===== config.mk =====
export PLATFORM = sky130hd
export DESIGN_NAME = bicubic_tap_arbiter
export DESIGN_NICKNAME = d
export VERILOG_FILES = /design/src/rtl/bicubic_sched_pkg.sv /design/src/rtl/sched_tag_pipe.sv /design/src/rtl/bicubic_tap_arbiter.sv
export SDC_FILE = /design/constraint.sdc
export NUM_CORES = 1
export LEC_CHECK = 0
export CORE_AREA = 2 2 173 175
export CTS_BUF_LIST = sky130_fd_sc_hd__clkbuf_16
export DETAILED_ROUTE_END_ITERATION = 12
export DIE_AREA = 0 0 175 177
export GPL_TIMING_DRIVEN = 0
export PLACE_DENSITY_LB_ADDON = 0.08
export SYNTH_ARGS = -nofsm -noshare
export SYNTH_HDL_FRONTEND = slang
export SYNTH_SLANG_ARGS = --single-unit

===== constraint.sdc =====
create_clock -name clk -period 4.9 [get_ports clk]
set_input_delay 1.47 -clock clk [delete_from_list [all_inputs] [get_ports clk]]
set_output_delay 1.47 -clock clk [all_outputs]
set_load 0.03 [all_outputs]

===== src/rtl/bicubic_sched_pkg.sv =====
// Shared constants, state/owner encodings and the tag layout used by the
// bicubic tap arbiter and its tag delay line.
package bicubic_sched_pkg;

    localparam int DEF_LATENCY = 3;
    localparam int DEF_BURST   = 4;

    localparam int A_W   = 40;
    localparam int B_W   = 38;
    localparam int C_W   = 28;
    localparam int D_W   = 18;
    localparam int R_W   = 17;
    localparam int TAP_W = 2;
    localparam int TAG_W = 1 + 1 + TAP_W;

    typedef enum logic [1:0] {
        ST_IDLE  = 2'd0,
        ST_OWN_X = 2'd1,
        ST_OWN_Y = 2'd2
    } sched_state_t;

    typedef enum logic {
        OWNER_X = 1'b0,
        OWNER_Y = 1'b1
    } owner_t;

    typedef struct packed {
        logic             valid;
        owner_t           owner;
        logic [TAP_W-1:0] tap;
    } tag_t;

    function automatic logic [TAG_W-1:0] make_tag(input logic valid, input owner_t owner,
                                                  input logic [TAP_W-1:0] tap);
        tag_t t;
        t.valid = valid;
        t.owner = owner;
        t.tap   = tap;
        return t;
    endfunction

endpackage


===== src/rtl/sched_tag_pipe.sv =====
// Fixed-length delay line that carries {valid, owner, tap} alongside the
// external multiply-add datapath so results can be routed to their owner.
module sched_tag_pipe
    import bicubic_sched_pkg::*;
#(
    parameter int LATENCY = DEF_LATENCY
) (
    input  logic             clk,
    input  logic             rst,
    input  logic [TAG_W-1:0] tag_in,
    output logic [TAG_W-1:0] tag_out,
    output logic             any_valid
);

    logic [TAG_W-1:0] stage [LATENCY];

    always_ff @(posedge clk or posedge rst) begin
        if (rst) begin
            for (int i = 0; i < LATENCY; i++) begin
                stage[i] <= '0;
            end
        end else begin
            stage[0] <= tag_in;
            for (int i = 1; i < LATENCY; i++) begin
                stage[i] <= stage[i-1];
            end
        end
    end

    assign tag_out = stage[LATENCY-1];

    always_comb begin
        any_valid = 1'b0;
        for (int i = 0; i < LATENCY; i++) begin
            any_valid = any_valid | stage[i][TAG_W-1];
        end
    end

endmodule


===== src/rtl/bicubic_tap_arbiter.sv =====
// Grants two tap requesters whole bursts on a shared multiply-add datapath
// (round robin between bursts) and routes the delayed results back by owner.
module bicubic_tap_arbiter
    import bicubic_sched_pkg::*;
#(
    parameter int LATENCY = DEF_LATENCY,
    parameter int BURST   = DEF_BURST
) (
    input  logic             clk,
    input  logic             rst,

    input  logic             x_valid,
    output logic             x_ready,
    input  logic [A_W-1:0]   x_a,
    input  logic [B_W-1:0]   x_b,
    input  logic [C_W-1:0]   x_c,
    input  logic [D_W-1:0]   x_d,

    input  logic             y_valid,
    output logic             y_ready,
    input  logic [A_W-1:0]   y_a,
    input  logic [B_W-1:0]   y_b,
    input  logic [C_W-1:0]   y_c,
    input  logic [D_W-1:0]   y_d,

    output logic [A_W-1:0]   ma_a,
    output logic [B_W-1:0]   ma_b,
    output logic [C_W-1:0]   ma_c,
    output logic [D_W-1:0]   ma_d,
    input  logic [R_W-1:0]   ma_result,

    output logic             x_res_valid,
    output logic [R_W-1:0]   x_res_data,
    output logic [TAP_W-1:0] x_res_tap,
    output logic             x_done,

    output logic             y_res_valid,
    output logic [R_W-1:0]   y_res_data,
    output logic [TAP_W-1:0] y_res_tap,
    output logic             y_done,

    output logic             busy
);

    // Tap numbers are TAP_W bits wide, so BURST is expected to be 2..4.
    localparam logic [TAP_W-1:0] LAST_TAP = TAP_W'(BURST - 1);

    sched_state_t     state, state_nxt;
    logic [TAP_W-1:0] beat_cnt, beat_cnt_nxt;
    owner_t           rr, rr_nxt;

    logic             x_acc, y_acc, beat_acc, last_beat;
    logic [TAG_W-1:0] tag_in, tag_out;
    tag_t             tail;
    logic             tags_busy;

    assign x_acc     = x_ready & x_valid;
    assign y_acc     = y_ready & y_valid;
    assign beat_acc  = x_acc | y_acc;
    assign last_beat = beat_acc && (beat_cnt == LAST_TAP);

    // A kept grant (same requester continuing) that sees no beat on its first
    // cycle is released, so the arbiter can drain back to IDLE.
    always_comb begin
        state_nxt    = state;
        beat_cnt_nxt = beat_cnt;
        rr_nxt       = rr;
        case (state)
            ST_IDLE: begin
                if (x_valid && (!y_valid || rr == OWNER_Y)) begin
                    state_nxt = ST_OWN_X;
                end else if (y_valid) begin
                    state_nxt = ST_OWN_Y;
                end
            end
            ST_OWN_X: begin
                if (x_acc) begin
                    if (last_beat) begin
                        beat_cnt_nxt = '0;
                        rr_nxt       = OWNER_X;
                        if (y_valid) begin
                            state_nxt = ST_OWN_Y;
                        end
                    end else begin
                        beat_cnt_nxt = beat_cnt + TAP_W'(1);
                    end
                end else if (beat_cnt == '0) begin
                    state_nxt = y_valid ? ST_OWN_Y : ST_IDLE;
                end
            end
            ST_OWN_Y: begin
                if (y_acc) begin
                    if (last_beat) begin
                        beat_cnt_nxt = '0;
                        rr_nxt       = OWNER_Y;
                        if (x_valid) begin
                            state_nxt = ST_OWN_X;
                        end
                    end else begin
                        beat_cnt_nxt = beat_cnt + TAP_W'(1);
                    end
                end else if (beat_cnt == '0) begin
                    state_nxt = x_valid ? ST_OWN_X : ST_IDLE;
                end
            end
            default: begin
                state_nxt    = ST_IDLE;
                beat_cnt_nxt = '0;
            end
        endcase
    end

    always_ff @(posedge clk or posedge rst) begin
        if (rst) begin
            state    <= ST_IDLE;
            beat_cnt <= '0;
            rr       <= OWNER_Y;
            x_ready  <= 1'b0;
            y_ready  <= 1'b0;
        end else begin
            state    <= state_nxt;
            beat_cnt <= beat_cnt_nxt;
            rr       <= rr_nxt;
            x_ready  <= (state_nxt == ST_OWN_X);
            y_ready  <= (state_nxt == ST_OWN_Y);
        end
    end

    always_comb begin
        ma_a = '0;
        ma_b = '0;
        ma_c = '0;
        ma_d = '0;
        if (x_acc) begin
            ma_a = x_a;
            ma_b = x_b;
            ma_c = x_c;
            ma_d = x_d;
        end else if (y_acc) begin
            ma_a = y_a;
            ma_b = y_b;
            ma_c = y_c;
            ma_d = y_d;
        end
    end

    assign tag_in = make_tag(beat_acc, y_acc ? OWNER_Y : OWNER_X, beat_cnt);

    sched_tag_pipe #(
        .LATENCY (LATENCY)
    ) u_tag_pipe (
        .clk       (clk),
        .rst       (rst),
        .tag_in    (tag_in),
        .tag_out   (tag_out),
        .any_valid (tags_busy)
    );

    assign tail = tag_t'(tag_out);

    // The tag tail lines up with ma_result; capture it for the owning side only.
    always_ff @(posedge clk or posedge rst) begin
        if (rst) begin
            x_res_valid <= 1'b0;
            x_res_data  <= '0;
            x_res_tap   <= '0;
            x_done      <= 1'b0;
            y_res_valid <= 1'b0;
            y_res_data  <= '0;
            y_res_tap   <= '0;
            y_done      <= 1'b0;
        end else begin
            x_res_valid <= tail.valid && (tail.owner == OWNER_X);
            y_res_valid <= tail.valid && (tail.owner == OWNER_Y);
            x_done      <= tail.valid && (tail.owner == OWNER_X) && (tail.tap == LAST_TAP);
            y_done      <= tail.valid && (tail.owner == OWNER_Y) && (tail.tap == LAST_TAP);
            if (tail.valid && tail.owner == OWNER_X) begin
                x_res_data <= ma_result;
                x_res_tap  <= tail.tap;
            end
            if (tail.valid && tail.owner == OWNER_Y) begin
                y_res_data <= ma_result;
                y_res_tap  <= tail.tap;
            end
        end
    end

    assign busy = (state != ST_IDLE) | tags_busy;

endmodule


==> results of run 1 <==
-- logic make-up after synthesis --
kind of cell / Yosys count / synth area share
compound gates: 145 / 0.342
flops: 61 / 0.421
buf+inv: 40 / 0.0573
mux: 38 / 0.118
simple gates: 27 / 0.0404
fa+ha+maj: 6 / 0.0207
-- path summary, 6_finish.rpt --
kind,from,endpoint,slack (ns),depth (start not counted)
min in group asynchronous,rst,x_res_tap[0]$_DFFE_PP0P_,1.56,2
max in group asynchronous,rst,x_res_data[8]$_DFFE_PP0P_,2.72,3
max,x_valid,ma_b[23],0.12,9
min reg2reg,u_tag_pipe.stage[8]$_DFF_PP0_,u_tag_pipe.stage[4]$_DFF_PP0_,0.35,0
min,u_tag_pipe.stage[8]$_DFF_PP0_,u_tag_pipe.stage[4]$_DFF_PP0_,0.35,0
max reg2reg,beat_cnt[0]$_DFFE_PP0P_,x_ready$_DFF_PP0_,3.10,6
-- synth_stat cells --
cell        n
nand4_1     2
inv_1       8
a21boi_2    1
nor2b_1     2
buf_4       7
ha_1        6
nor2_4      1
a21boi_0    1
a311oi_1    1
nand2_1     6
buf_6       2
nand2b_1    1
a221oi_1    1
clkbuf_1   10
dfstp_2     1
nand3_1     4
o21bai_1    1
dfrtp_1    60
a21bo_1     2
o21ai_1     2
nor2_1      5
o21ai_0     5
and3_1      2
and2_1      2
a211oi_2    1
a32o_2      2
a22o_1    124
mux2_2     38
buf_2      13
nor4bb_1    1
or4_1       1
a21oi_1     4
-- sequential cells by signal, summed over array words and instances (netlist names) --
name	cells
u_tag_pipe.stage	8
beat_cnt	2
x_res_data	17
y_res_data	17
y_res_tap	2
x_res_tap	2
y_res_valid	1
y_ready	1
y_done	1
rr	1
x_done	1
state	2
x_ready	1
u_tag_pipe.tag_out	4
x_res_valid	1
-- power breakdown --
| part | switching, uW | total, uW | internal [uW] |
|---|---|---|---|
| registers | 117 | 837 | 720 |
| logic | 1620 | 2790 | 1170 |
| clock network | 223 | 720 | 497 |
| total | 1960 | 4350 | 2390 |
-- cell type report --
| class | instances | area [um^2] | area share |
|---|---|---|---|
| Clock buffer | 9 | 225 | 0.0259 |
| Multi-Input combinational cell | 216 | 1910 | 0.219 |
| Antenna cell | 6 | 15.0 | 0.00173 |
| Buffer | 32 | 191 | 0.0220 |
| Sequential cell | 61 | 1530 | 0.176 |
| Clock inverter | 7 | 121 | 0.0140 |
| Inverter | 8 | 30.0 | 0.00345 |
| Timing Repair Buffer | 439 | 4190 | 0.482 |
| Tap cell | 390 | 488 | 0.0561 |
-- metal layers --
metal / wire length, um / part of all wire / vias up
met5: 11 / 0.00043 / -
met4: 331 / 0.013 / 2
met3: 2700 / 0.11 / 18
met2: 13600 / 0.53 / 241
met1: 9070 / 0.35 / 2239
li1: - / - / 2170
-- per-stage QoR --
step,util,std cells,setup TNS (ns),total power [uW],hold slack [ns]
floorplan,-,317,0,2460,0.331
global placement,0.290,1143,-61.33,3830,0.333
detailed placement,0.291,1144,-61.51,3830,0.336
CTS,0.299,1162,0,4420,0.349
global route,0.297,1167,-0.00104,4600,0.351
finish,0.297,1168,0,4350,0.346
-- timing repair --
item | CTS | global route
pin swaps | 1 | 0
endpoints found under the hold margin | 0 | 0
endpoints found under the setup margin | 124 | 47
gates resized for setup | 144 | 71
buffers inserted | 2 | 0
==> summary.txt, run 1 <==
Yosys
  – Synth top area cells: dfrtp_1, a22o_1, mux2_2, ha_1, buf_2
  – Synth warn: 0
  – Area leader, netlist: dfrtp_1
  – Number of synthesized register bits: 61
  – Mean Syn Cell Area: 11.4 um^2
  – Syn Nets: 592
  – Post-Synthesis Cells: ~320
  – Netlist cell types: 32
  – Sequential share of the synthesized area: 0.421
  – Yosys top cell area share: 0.414
  – Post-Syn Area: roughly 3600 um^2

Place
  – HPWL after detailed placement: ~22000 um
  – GPL Wtd Cong: between 0.9 and 1
  – Dpl ws: -0.682 ns
  – Port bufs: 436
  – Placed Area: 8500 um^2

Route
  – Vias per cell: roughly 4.0
  – Drt first pass iters: 4
  – Starting DRT DRC Count: around 200
  – Routed WL: about 26000 um
  – Vias: approximately 4700
  – Routed Antenna Nets: 0
  – DR WL/cell: about 22 um
  – Residual DRC count: 0

Status
  – Status: completed

Clock tree
  – H-tree Lvls: 3
  – Hold buffer count at CTS: 0
  – Root buf cell: clkbuf_16
  – Clk pin slew, worst setup/hold paths: ~0.050 ns
  – Cts bufs inserted: 9
  – CTS Buffer Depth: 2
  – Clk_lat worst skew: between 0.3 and 0.4 ns
  – CTS tree: built
  – Clock Sinks: between 60 and 70

STA
  – Slew margin rel.: 0.560
  – Peak Freq: 0.209 GHz
  – Final setup fails: 0
  – Max-slew violation count: 0
  – Final Skew: between 0.007 and 0.008 ns
  – Final WS setup: between 0.1 and 0.15 ns
  – Final Critical Period: ~4.8 ns
  – Period utilisation layout: 0.976
  – Worst-margin pin slew: approximately 0.66 ns
  – Hold Vio Cnt, Final: 0

Global route
  – Met3 GRT Util: 0.0593
  – Met2 Use GR: 0.288
  – Initial antenna violation count: 7
  – Met1 global-route usage: 0.171
  – Largest net degree at the start of global routing: 34
  – Gr ovfl total: 0
  – Gr usage total: 0.158
  – Vias in the first global route: about 5000
  – GRT busiest layer: met2
  – First-pass GRT wire length: about 36000 um

Min path
  – Hold Crit Class: reg2reg

Floorplanning
  – Die Y-Extent: roughly 180 um
  – Initial Utilization: 0.124
  – Core Area: 29200 um^2
  – Core Rows: 63
  – Io pins: between 400 and 500
  – Die ar.: between 30000 and 40000 um^2
  – Die X: around 180 um

Power and ir drop
  – Leakage: about 0.004 uW
  – Cell Pwr Density: approximately 500 nW/um^2
  – Max VDD drop: 175 uV

Critical path
  – Delay-heaviest family, CP: buffers and inverters
  – Cells along the critical path: dlygate4sd2_1, and2_1, buf_4, nor2_4, buf_12, buf_6, buf_4, a22o_1, dlygate4sd2_1
  – Max incr delay on CP: approximately 0.42 ns
  – Worst Path Buf+Inv: 6
  – Crit Path Max Fanout: 10
  – CP Data Arrival Time: around 3.3 ns
  – Req. time, crit path: approximately 3.4 ns
  – Critical path's slowest cell: dlygate4sd2_1
  – Crit. End Element: output pin
  – Crit Path Category: in2out
  – Type of origin of the critical path: primary input

Flow run
  – Max Cap Violations: 0

Finish
  – Most frequent cells in the layout: clkdlybuf4s50_1, a22o_1, dlygate4sd2_1
  – P&R area growth vs syn: 140%
  – Final Cell Area: slightly below 9000 um^2
  – Filler Cell Count: 3081
  – Share of post-route cells with drive strength above 1: 0.157
  – Final Net Count: around 1000
  – Most common cell after layout, fill and taps aside: clkdlybuf4s50_1
No activity file was read; power rests on OpenSTA's default activity.
==> run 2: changes to the inputs <==
--- a/config.mk
+++ b/config.mk
@@ -5,12 +5,13 @@
 export SDC_FILE = /design/constraint.sdc
 export NUM_CORES = 1
 export LEC_CHECK = 0
-export CORE_AREA = 2 2 173 175
+export CORE_AREA = 4 4 170 172
 export CTS_BUF_LIST = sky130_fd_sc_hd__clkbuf_16
 export DETAILED_ROUTE_END_ITERATION = 12
-export DIE_AREA = 0 0 175 177
+export DIE_AREA = 0 0 174 176
 export GPL_TIMING_DRIVEN = 0
 export PLACE_DENSITY_LB_ADDON = 0.08
+export RECOVER_POWER = 50
 export SYNTH_ARGS = -nofsm -noshare
 export SYNTH_HDL_FRONTEND = slang
 export SYNTH_SLANG_ARGS = --single-unit
==> summary.txt, run 2 (synthesized netlist as in run 1, its figures left out) <==
Clock tree
  – Cts bufs inserted: 9 (unchanged)
  – Clk pin slew, worst setup/hold paths: 0.05 ns (about the same)
  – H-tree Lvls: 3 (unchanged)
  – Clock Sinks: 61 (unchanged)
  – CTS tree: built (unchanged)
  – Root buf cell: clkbuf_16 (unchanged)
  – Hold buffer count at CTS: 0 (unchanged)
  – CTS Buffer Depth: 2 (unchanged)
  – Clk_lat worst skew: 0.32 ns (about the same)

STA
  – Final setup fails: 0 (unchanged)
  – Max-slew violation count: 31 (was 0)
  – Final Skew: 0.00585 ns (was 0.00796 ns)
  – Final Critical Period: 4.73 ns (was 4.78 ns)
  – Worst-margin pin slew: 1.64 ns (was 0.660 ns)
  – RSZ-0062 raised after global routing: no
  – Period utilisation layout: 0.965 (was 0.976)
  – Slew margin rel.: -0.0909 (was 0.560)
  – Hold Vio Cnt, Final: 0 (unchanged)
  – Setup TNS: 0 ns (unchanged)
  – Peak Freq: 0.212 GHz (was 0.209 GHz)

Critical path
  – CP Data Arrival Time: 3.26 ns (was 3.31 ns)
  – R2R cell count: 6 (unchanged)
  – Critical R2R Launch: beat_cnt[0]$_DFFE_PP0P_ (unchanged)
  – R2r setup slk: 3.00 ns (was 3.10 ns)
  – Crit. End Element: output pin (unchanged)
  – CP startpoint: x_valid (unchanged)
  – Crit Path Max Fanout: 10 (unchanged)
  – Cells along the critical path: dlygate4sd2_1, and2_1, buf_4, nor2_4, buf_2, a22o_1, dlygate4sd2_1 (was dlygate4sd2_1, and2_1, buf_4, nor2_4, buf_12, buf_6, buf_4, a22o_1, dlygate4sd2_1)
  – Req. time, crit path: 3.43 ns (about the same)
  – Crit Path Category: in2out (unchanged)
  – Worst path most repeated cell: dlygate4sd2_1
  – Type of origin of the critical path: primary input (unchanged)
  – Max incr delay on CP: 0.45 ns (was 0.42 ns)
  – R2R Path End: x_ready$_DFF_PP0_ (unchanged)
  – Critical path's slowest cell: dlygate4sd2_1 (unchanged)

Global route
  – Initial antenna violation count: 7 (unchanged)
  – Vias in the first global route: 5117 (was 5035)
  – GRT busiest layer: met2 (unchanged)
  – Met3 GRT Util: 0.0762 (was 0.0593)
  – Largest net degree at the start of global routing: 33 (was 34)
  – Gr ovfl total: 0 (unchanged)
  – First-pass GRT wire length: 36900 um (was 35500 um)
  – Met2 Use GR: 0.303 (was 0.288)
  – Met1 global-route usage: 0.171 (about the same)
  – Gr usage total: 0.165 (was 0.158)

Power and ir drop
  – Max VDD drop: 170 uV (was 175 uV)
  – Switching Share: 0.466 (was 0.450)
  – Register share of total power: 0.197 (was 0.192)
  – Psw: 1970 uW (was 1960 uW)
  – Leakage: 0.00366 uW (was 0.00394 uW)
  – Cell Pwr Density: 483 nW/um^2 (was 500 nW/um^2)
  – Comb power frac: 0.674 (was 0.642)
  – Internal: 2260 uW (was 2390 uW)
  – Clk pwr share: 0.130 (was 0.166)

Floorplanning
  – Die X: 174 um (was 175 um)
  – Core Rows: 61 (was 63)
  – Core Area: 27500 um^2 (was 29200 um^2)
  – Die Y-Extent: 176 um (was 177 um)
  – Die ar.: 30600 um^2 (was 31000 um^2)
  – Io pins: 438 (unchanged)
  – Initial Utilization: 0.132 (was 0.124)

Route
  – Residual DRC count: 0 (unchanged)
  – Routed WL: 27100 um (was 25700 um)
  – Vias per cell: 4.13 (was 4.00)
  – Drt first pass iters: 4 (unchanged)
  – DR WL/cell: 24.0 um (was 22.0 um)
  – Vias: 4650 (was 4670)
  – Starting DRT DRC Count: 246 (was 203)
  – Routed Antenna Nets: 0 (unchanged)

Place
  – GPL Wtd Cong: 0.973 (was 0.934)
  – HPWL after detailed placement: 23200 um (was 22100 um)
  – Port bufs: 436 (unchanged)
  – Placed Area: 8440 um^2 (was 8500 um^2)

Finish
  – Final Net Count: 1043 (was 1042)
  – P&R area growth vs syn: 142% (was 140%)
  – Share of post-route cells with drive strength above 1: 0.233 (was 0.157)
  – Most common cell after layout, fill and taps aside: clkdlybuf4s50_1 (unchanged)
  – Final Cell Area: 8760 um^2 (was 8690 um^2)
  – Top flop regs: x_res_data (17), y_res_data (17), u_tag_pipe.stage (8) (unchanged)
  – Most frequent cells in the layout: clkdlybuf4s50_1, a22o_1, clkdlybuf4s15_2 (was clkdlybuf4s50_1, a22o_1, dlygate4sd2_1)
  – Final Core Density: 0.319 (was 0.297)
  – Filler Cell Count: 2856 (was 3081)

Min path
  – Hold Crit Class: reg2reg (unchanged)
  – Worst hold start: u_tag_pipe.stage[8]$_DFF_PP0_ (unchanged)
  – Hold Path Sink: u_tag_pipe.stage[4]$_DFF_PP0_ (unchanged)
  – Hold path cells: 0 (unchanged)

Status
  – Failing checks: max-capacitance violations, max-slew violations
  – Status: finished with violations (was completed)

Flow run
  – Max Cap Violations: 1 (was 0)
## run 2: cell types whose count changed in the layout (fill, tap and decap cells not counted), moves of 10 or more
cell,change
clkdlybuf4s15_1,-10
dlygate4sd2_1,-59
clkdlybuf4s50_1,-41
clkdlybuf4s15_2,+83
clkbuf_2,-27
dlygate4sd3_1,+41
## run 2: area by class of cell
type	instances	area [um^2]	area share
inverters	8	30.0	0.00343
plain buffers	32	185	0.0211
flip-flops and latches	61	1530	0.174
clock inverters	7	35.0	0.00400
well taps	346	433	0.0494
diodes	6	15.0	0.00171
multi-input cells	216	1890	0.216
clock buffers	9	225	0.0257
repair buffers	440	4420	0.505
## run 2: metrics by stage
stage / power (uW) / hold WS (ns) / setup WS [ns] / std cells
2_1_floorplan: 2460 / 0.331 / 0.940 / 317
3_3_place_gp: 3850 / 0.333 / -0.680 / 1099
3_5_place_dp: 3850 / 0.336 / -0.702 / 1100
4_1_cts: 4350 / 0.349 / 0.130 / 1119
5_1_grt: 4480 / 0.354 / 0.0226 / 1125
6_report: 4230 / 0.346 / 0.172 / 1125
## run 2: repair_timing
action	CTS	global route
setup buffers	3	0
gates resized for setup	363	0
endpoints found under the setup margin	124	0
## run 2: metal layers
layer | up-vias | share of wire
met4 | 2 | 0.013
li1 | 2168 | -
met5 | - | 0.00048
met2 | 225 | 0.53
met1 | 2236 | 0.35
met3 | 19 | 0.11
## run 2: power by group through the flow
stage / Sequential [uW] / Clock [uW] / Combinational [uW]
after global placement: 840 / 0 / 3010
after global routing: 866 / 593 / 3020
final: 833 / 548 / 2850
after CTS: 843 / 568 / 2940
after floorplan: 1170 / 0 / 1290
after detailed placement: 849 / 0 / 3000
## run 2: worst max-delay path by stage
stage | slack [ns] | end | cells past startpoint
2_1_floorplan | 0.94 | ma_a[0] | 6
3_3_place_gp | -0.68 | ma_a[2] | 8
3_5_place_dp | -0.70 | ma_a[2] | 8
4_1_cts | 0.13 | ma_a[10] | 8
5_1_grt | 0.02 | ma_d[12] | 7
6_report | 0.17 | ma_b[10] | 7
## run 2: worst max-delay path: cells and delay by family
family,cells,cell delay [ns]
buf+inv,4,1.23
simple gates,2,0.40
compound gates,1,0.15
